## config.mk

```make
export PLATFORM = sky130hd
export DESIGN_NAME = vx_random_unplacement
export DESIGN_NICKNAME = d
export VERILOG_FILES = /design/src/rtl/vx_random_placement_pkg.sv /design/src/rtl/vx_benes_unpermute_6.sv /design/src/rtl/vx_random_unplacement.sv
export SDC_FILE = /design/constraint.sdc
export NUM_CORES = 1
export LEC_CHECK = 0
export CAP_MARGIN = 20
export CORE_MARGIN = 3
export CORE_UTILIZATION = 56
export CTS_CLUSTER_DIAMETER = 100
export DETAILED_ROUTE_END_ITERATION = 8
export DONT_BUFFER_PORTS = 1
export GPL_TIMING_DRIVEN = 0
export PLACE_DENSITY = 0.79
export RECOVER_POWER = 50
export SETUP_SLACK_MARGIN = 0.15
export SYNTH_ARGS = -nofsm -noshare
export SYNTH_HDL_FRONTEND = slang
export SYNTH_SLANG_ARGS = --single-unit
```

## constraint.sdc

```tcl
create_clock -name clk -period 2.4 [get_ports clk]
set_input_delay 0.12 -clock clk [delete_from_list [all_inputs] [get_ports clk]]
set_output_delay 0.12 -clock clk [all_outputs]
set_load 0.005 [all_outputs]
```

## src/rtl/vx_random_placement_pkg.sv

```systemverilog
// ----------------------------------------------------------------------------
// vx_random_placement_pkg
// Shared definitions for the randomized set placement and its inverse.
//   - Default widths for the 6-input Benes network and its 12-bit control.
//   - The control-bit-to-switch table: control bit k drives switch k, which
//     swaps index bits lo/hi when set. Switches within one column are
//     disjoint, so only the column order matters.
//   - benes6_perm: the forward placement permutation. It is used by the
//     inverse unit only when VX_UNPLACE_CHECK_EN is defined.
// ----------------------------------------------------------------------------
package vx_random_placement_pkg;

  localparam int INDEXBITS_DEF   = 6;
  localparam int CONTROLBITS_DEF = 12;
  localparam int BENES6_COLUMNS  = 5;
  localparam int BENES6_SWITCHES = CONTROLBITS_DEF;

  typedef logic [CONTROLBITS_DEF-1:0] ctrl_t;

  typedef struct packed {
    logic [2:0] col;  // column the switch sits in (0 = input side)
    logic [2:0] lo;   // first index bit routed through the switch
    logic [2:0] hi;   // second index bit routed through the switch
  } benes_switch_t;

  // Column widths are 3-2-2-2-3 switches, giving 12 switches in total.
  function automatic benes_switch_t benes6_switch(input int k);
    case (k)
      0:       return '{col: 3'd0, lo: 3'd0, hi: 3'd1};
      1:       return '{col: 3'd0, lo: 3'd2, hi: 3'd3};
      2:       return '{col: 3'd0, lo: 3'd4, hi: 3'd5};
      3:       return '{col: 3'd1, lo: 3'd1, hi: 3'd2};
      4:       return '{col: 3'd1, lo: 3'd3, hi: 3'd4};
      5:       return '{col: 3'd2, lo: 3'd0, hi: 3'd5};
      6:       return '{col: 3'd2, lo: 3'd2, hi: 3'd4};
      7:       return '{col: 3'd3, lo: 3'd0, hi: 3'd2};
      8:       return '{col: 3'd3, lo: 3'd3, hi: 3'd5};
      9:       return '{col: 3'd4, lo: 3'd0, hi: 3'd1};
      10:      return '{col: 3'd4, lo: 3'd2, hi: 3'd3};
      11:      return '{col: 3'd4, lo: 3'd4, hi: 3'd5};
      default: return '0;
    endcase
  endfunction

  // Forward placement: columns applied from input side (0) to output side.
  function automatic logic [INDEXBITS_DEF-1:0] benes6_perm(
    input logic [INDEXBITS_DEF-1:0] x,
    input ctrl_t                    c
  );
    logic [INDEXBITS_DEF-1:0] v;
    benes_switch_t            sw;
    logic                     tmp;
    v = x;
    for (int col = 0; col < BENES6_COLUMNS; col++) begin
      for (int k = 0; k < BENES6_SWITCHES; k++) begin
        sw = benes6_switch(k);
        if (int'(sw.col) == col && c[k]) begin
          tmp       = v[sw.lo];
          v[sw.lo]  = v[sw.hi];
          v[sw.hi]  = tmp;
        end
      end
    end
    return v;
  endfunction

endpackage

```

## src/rtl/vx_benes_unpermute_6.sv

```systemverilog
// ----------------------------------------------------------------------------
// vx_benes_unpermute_6
// Combinational inverse of the 6-input placement Benes network. Every switch
// is a conditional swap and therefore its own inverse, so walking the same
// switch columns from the output side back to the input side, with the same
// control bit per switch, undoes the forward permutation.
// Ports:
//   in      [5:0]   physical (permuted) set index
//   control [11:0]  Benes control word, one bit per switch
//   out     [5:0]   logical (unpermuted) set index
// ----------------------------------------------------------------------------
module vx_benes_unpermute_6
  import vx_random_placement_pkg::*;
(
  input  logic [5:0] in,
  input  ctrl_t      control,
  output logic [5:0] out
);

  logic [5:0]    v;
  logic          tmp;
  benes_switch_t sw;

  // NOTE: every variable written here gets a value before any conditional
  // path, so no latch is inferred; blocking '=' is right in combinational code.
  always_comb begin
    v   = in;
    tmp = 1'b0;
    sw  = '0;
    for (int col = BENES6_COLUMNS - 1; col >= 0; col--) begin
      for (int k = 0; k < BENES6_SWITCHES; k++) begin
        sw = benes6_switch(k);
        if (int'(sw.col) == col && control[k]) begin
          tmp      = v[sw.lo];
          v[sw.lo] = v[sw.hi];
          v[sw.hi] = tmp;
        end
      end
    end
    out = v;
  end

endmodule

```

## src/rtl/vx_random_unplacement.sv

```systemverilog
// ----------------------------------------------------------------------------
// vx_random_unplacement
// Reconstructs a line address from its physical set index and stored tag by
// inverting the cache's randomized set placement. The seed mirror tracks the
// current placement seed plus one previous-epoch seed.
// Two-stage valid/ready pipeline:
//   stage 1 captures tag, index and the control word,
//   stage 2 holds {tag, unperm(index, ctrl)} and drives the response.
// Optional build macro: VX_UNPLACE_CHECK_EN adds a forward re-permutation of
// the stage-2 result, a sticky check_error flag and a simulation assertion.
// Without it check_error is tied low and no forward network exists.
// Ports:
//   clk, reset (async, active-high)
//   reseed, seed_in           placement reseed pulse and new seed
//   req_valid/req_ready       request handshake
//   req_index, req_tag        physical set index and stored tag
//   req_epoch                 0 = current seed, 1 = previous seed
//   rsp_valid/rsp_ready       response handshake
//   rsp_address               reconstructed line address
//   busy                      any request in flight
//   check_error               sticky round-trip mismatch flag
// ----------------------------------------------------------------------------
module vx_random_unplacement
  import vx_random_placement_pkg::*;
#(
  parameter int INDEXBITS   = INDEXBITS_DEF,
  parameter int ADDRESSBITS = 24,
  parameter int CONTROLBITS = CONTROLBITS_DEF
) (
  input  logic                             clk,
  input  logic                             reset,
  input  logic                             reseed,
  input  logic [CONTROLBITS-1:0]           seed_in,
  input  logic                             req_valid,
  output logic                             req_ready,
  input  logic [INDEXBITS-1:0]             req_index,
  input  logic [ADDRESSBITS-INDEXBITS-1:0] req_tag,
  input  logic                             req_epoch,
  output logic                             rsp_valid,
  input  logic                             rsp_ready,
  output logic [ADDRESSBITS-1:0]           rsp_address,
  output logic                             busy,
  output logic                             check_error
);

  localparam int TAGBITS = ADDRESSBITS - INDEXBITS;

  // Seed mirror
  logic [CONTROLBITS-1:0] cur_seed_q, cur_seed_d;
  logic [CONTROLBITS-1:0] prev_seed_q, prev_seed_d;

  // Stage 1
  logic                   s1_valid_q, s1_valid_d;
  logic [TAGBITS-1:0]     s1_tag_q, s1_tag_d;
  logic [INDEXBITS-1:0]   s1_index_q, s1_index_d;
  logic [CONTROLBITS-1:0] s1_ctrl_q, s1_ctrl_d;

  // Stage 2
  logic                   s2_valid_q, s2_valid_d;
  logic [ADDRESSBITS-1:0] s2_addr_q, s2_addr_d;

  logic                   s2_ready;
  logic                   req_fire;
  logic                   s2_load;
  logic [CONTROLBITS-1:0] req_ctrl;
  logic [INDEXBITS-1:0]   unperm_index;

  // A stage may take new data when the stage below it is empty or draining.
  assign s2_ready  = ~s2_valid_q | rsp_ready;
  assign req_ready = ~s1_valid_q | s2_ready;
  assign req_fire  = req_valid & req_ready;
  assign s2_load   = s1_valid_q & s2_ready;

  // Uses the seed registers as they stand before this edge, so a request
  // accepted together with a reseed decodes with the pre-reseed seeds.
  assign req_ctrl = req_tag[CONTROLBITS-1:0] ^ (req_epoch ? prev_seed_q : cur_seed_q);

  vx_benes_unpermute_6 u_unperm (
    .in      (s1_index_q),
    .control (s1_ctrl_q),
    .out     (unperm_index)
  );

  always_comb begin
    cur_seed_d  = cur_seed_q;
    prev_seed_d = prev_seed_q;
    if (reseed) begin
      prev_seed_d = cur_seed_q;
      cur_seed_d  = seed_in;
    end

    s1_valid_d = req_fire | (s1_valid_q & ~s2_load);
    s1_tag_d   = req_fire ? req_tag   : s1_tag_q;
    s1_index_d = req_fire ? req_index : s1_index_q;
    s1_ctrl_d  = req_fire ? req_ctrl  : s1_ctrl_q;

    // A stalled response keeps both valid and data untouched.
    s2_valid_d = s2_ready ? s1_valid_q : s2_valid_q;
    s2_addr_d  = s2_load ? {s1_tag_q, unperm_index} : s2_addr_q;
  end

  // NOTE: the datapath registers are few and narrow, so they are reset too;
  // this makes rsp_address read 0 after reset instead of stale data.
  always_ff @(posedge clk or posedge reset) begin
    if (reset) begin
      cur_seed_q  <= '0;
      prev_seed_q <= '0;
      s1_valid_q  <= 1'b0;
      s1_tag_q    <= '0;
      s1_index_q  <= '0;
      s1_ctrl_q   <= '0;
      s2_valid_q  <= 1'b0;
      s2_addr_q   <= '0;
    end else begin
      // NOTE: non-blocking assignments let every register sample the
      // pre-edge values, e.g. prev_seed takes the old cur_seed.
      cur_seed_q  <= cur_seed_d;
      prev_seed_q <= prev_seed_d;
      s1_valid_q  <= s1_valid_d;
      s1_tag_q    <= s1_tag_d;
      s1_index_q  <= s1_index_d;
      s1_ctrl_q   <= s1_ctrl_d;
      s2_valid_q  <= s2_valid_d;
      s2_addr_q   <= s2_addr_d;
    end
  end

  assign rsp_valid   = s2_valid_q;
  assign rsp_address = s2_addr_q;
  assign busy        = s1_valid_q | s2_valid_q;

`ifdef VX_UNPLACE_CHECK_EN
  // Stage 2 keeps the original index and the control word, so the result
  // it holds can be pushed back through the forward network and compared.
  logic [INDEXBITS-1:0]   s2_src_index_q, s2_src_index_d;
  logic [CONTROLBITS-1:0] s2_ctrl_q, s2_ctrl_d;
  logic                   check_error_q, check_error_d;
  logic                   roundtrip_bad;

  assign roundtrip_bad =
    s2_valid_q & (benes6_perm(s2_addr_q[INDEXBITS-1:0], s2_ctrl_q) != s2_src_index_q);

  always_comb begin
    s2_src_index_d = s2_load ? s1_index_q : s2_src_index_q;
    s2_ctrl_d      = s2_load ? s1_ctrl_q  : s2_ctrl_q;
    check_error_d  = check_error_q | roundtrip_bad;
  end

  always_ff @(posedge clk or posedge reset) begin
    if (reset) begin
      s2_src_index_q <= '0;
      s2_ctrl_q      <= '0;
      check_error_q  <= 1'b0;
    end else begin
      s2_src_index_q <= s2_src_index_d;
      s2_ctrl_q      <= s2_ctrl_d;
      check_error_q  <= check_error_d;
    end
  end

  assign check_error = check_error_q;

  a_roundtrip : assert property (@(posedge clk) disable iff (reset) !roundtrip_bad);
`else
  assign check_error = 1'b0;
`endif

endmodule

```

==> impl_metrics.ini <==
[placed_design]
final_gp_congestion = 0.8316
post-place-ws_ns = 0.5977
placed_cells = 390
port_buffers = 0
dpl.hpwl_mm = 5.046
dpl_cell_area_um2 = 3852

[die]
initial_core_util_pct = 58.13
placementRows = 29
chipWidth_um = 87.42
io_pins = 70
die_footprint_um2 = 7642
floorplan_core_area_um2 = 6386
die_height_um = 87.42

[finish]
n_antenna_cell = 0
fraction_of_final_layout_cells_with_drive_strength_greater_than_1_pct = 21.53
instances_no_fill = 444
postLayoutCoreUtil_pct = 69.34
final_cell_area_um2 = 4428
design.final.nets = 405
flow.area_growth_from_synthesis_pct = 19.28

[min_path]
whs_path_depth = 2
hold_class = in2reg
worstHoldStart = rsp_ready
hold_path_end = s1_valid_q

[yosys]
synth_cells = 311
count_of_flip_flops_with_a_built_in_enable_after_synthesis = 0
ffs_latches_synth = 86
async_reset_ff_share_pct = 100.0
yosysSeqAreaShare_pct = 57.97
synth.distinct_cells = 26
syn_area_per_cell_um2 = 11.94
synth.yosys.warnings = 0
area_share_of_the_leading_cell_type_in_the_synthesized_netlist_pct = 57.97
synth_flop_cell = dfrtp_1
synthTopCellsByArea = dfrtp_1, mux2_2, nand2_1
mappedNetlistArea_um2 = 3712
synthDominantAreaCellType = dfrtp_1
total_nets_after_synthesis = 353

[critical_path]
timing.critical_path.required_ns = 2.62
r2r-end = rsp_address[3]
crit_path_start_kind = flop
r2r_cells = 4
reg2reg_setup_slack_ns = 0.55
worst_path_arrival_ns = 2.06
timing.rr.start = s1_ctrl_q[10]
crit_type = reg2reg
worst_path_fanout_max = 4
worst_setup_path_end_kind = flop

[sta]
report.final.hold_viol_count = 0
max_slew.worst_pin.slew_ns = 0.7996
fin_worst_hold_slack_ns = 0.03080
final.setup.worst_slack_ns = 0.5539
finalClockSkew_ns = 0.005853
clock.fmax_ghz = 0.5417
timing.final.max_slew_violations = 0
totalNegativeSetupSlack_ns = 0
rsz0062_at_grt = no
maxSlewHeadroom_pct = 46.40
setup-violations-final = 0
final_min_period_over_clock_period_pct = 76.92
min_period_ns = 1.846

[route]
post_drt_wl_per_cell_um = 16.30
finalWirelength_mm = 7.237
final_antenna_net_count = 0
detailed_router_s_first_iteration_violation_count = 112
detailedRoute.firstPassIterationCount = 4
via_count = 2417
remaining_drc_errors = 0
via_per_inst = 5.444

[pwr]
vdd_drop_max_mv = 0.4675
static-leakage-power_nw = 2.018
power_per_cell_area_nw_per_um2 = 814.7
post-layout-total-power_mw = 3.608

[global_route]
initial_antenna_violation_count = 0
first_pass_grt_wire_length_mm = 12.03
grt_remaining_overflow = 0
first_global_vias = 2570
globalRouteTotalUtil_pct = 20.47
grt_max_degree = 44

[cts]
path_clk_slew_ns = 0.08
count_of_instances_resized_after_the_clock_tree_is_built = 0
cts_tree = done
cts_num_sinks = 86
clock-root-buffer = clkbuf_8
cts_buffers = 9
max_root_sink_buffers = 2
clk_latency_ns = 0.34
htree_levels = 3

[outcome]
status = finished, final reports clean

[run]
drv.max_cap_violation_count = 0
where the power goes:
group / leakage [nW] / switching, mW / internal (mW) / total (mW)
registers: 1.02 / 0.225 / 1.72 / 1.94
clock network: 0.102 / 0.476 / 0.497 / 0.973
logic: 0.892 / 0.338 / 0.352 / 0.690
total: 2.02 / 1.04 / 2.57 / 3.61
what timing repair did:
action                    4_1_cts  5_1_grt
buffers inserted                0        0
hold endpoints to repair       93        0
hold buffers                   39        0
worst max-delay path by stage:
stage / startpoint / end / slack (ns)
3_5_place_dp: s1_ctrl_q[10] / rsp_address[3] / 0.60
2_1_floorplan: s1_ctrl_q[10] / rsp_address[3] / 0.84
6_report: s1_ctrl_q[10] / rsp_address[3] / 0.55
5_1_grt: s1_ctrl_q[10] / rsp_address[3] / 0.47
4_1_cts: s1_ctrl_q[10] / rsp_address[3] / 0.56
3_3_place_gp: s1_ctrl_q[10] / rsp_address[3] / 0.63
final cells by class:
cell class	instances	area (um2)
Sequential cell	86	2152
Fill cell	465	1958
Multi-Input combinational cell	206	1479
Timing Repair Buffer	41	430.4
Clock buffer	10	137.6
Tap cell	77	96.34
Buffer	15	66.31
Clock inverter	5	50.05
Inverter	4	16.27
state kept, by name (all words and copies together) (netlist names):
name and flops:
s1_valid_q 1, rsp_valid 1, cur_seed_q 12, s1_ctrl_q 12, s1_tag_q 18, s1_index_q 6, prev_seed_q 12, rsp_address 24
worst max-delay path, cell delays in order (launching register included):
cell      delay, ns
dfrtp_1        0.44
mux2_1         0.35
a222oi_1       0.57
a21o_2         0.26
o221ai_2       0.10
synth_stat cells, types with 3 or more instances:
master     n
dfrtp_1   86
mux2_2    51
nor2_1     3
nand2b_1   6
o22ai_1    3
o21ai_1    8
nand2_1   79
xor2_1    12
inv_1      4
o21ai_0    6
clkbuf_1   9
mux2i_1   22
buf_2      5
routing by layer:
metal | track usage, % | part of all wire (%) | vias to the layer above | wire (um)
li1 | - | - | 1153 | -
met1 | 25.27 | 42 | 1197 | 3044
met2 | 34.79 | 51 | 58 | 3727
met3 | 5.203 | 5.1 | 9 | 366
met4 | 7.252 | 1.4 | 0 | 99
met5 | 0 | 0 | - | 0
cells by family (layout without fill, tap and decap cells):
family          after synthesis  count (layout)  synth area share, %
simple gates                 92              92                10.01
flops                        86              86                57.97
mux                          74              74                21.71
compound gates               27              27                5.191
buf+inv                      19              75                2.191
xor+xnor                     12              12                2.831
other cells                   1               1               0.1010
placed cells by master, fill, tap and decap left out, drive strengths merged, types with 4 or more instances in the layout:
cell type    netlist  layout
dfrtp             86      86
nand2             79      79
mux2              52      52
dlygate4sd3        0      39
mux2i             22      22
clkbuf             9      19
o21ai             14      14
xor2              12      12
buf                6       8
nand2b             6       6
clkinv             0       4
o221ai             4       4
Note: power is estimated with default switching activity, not from simulation.
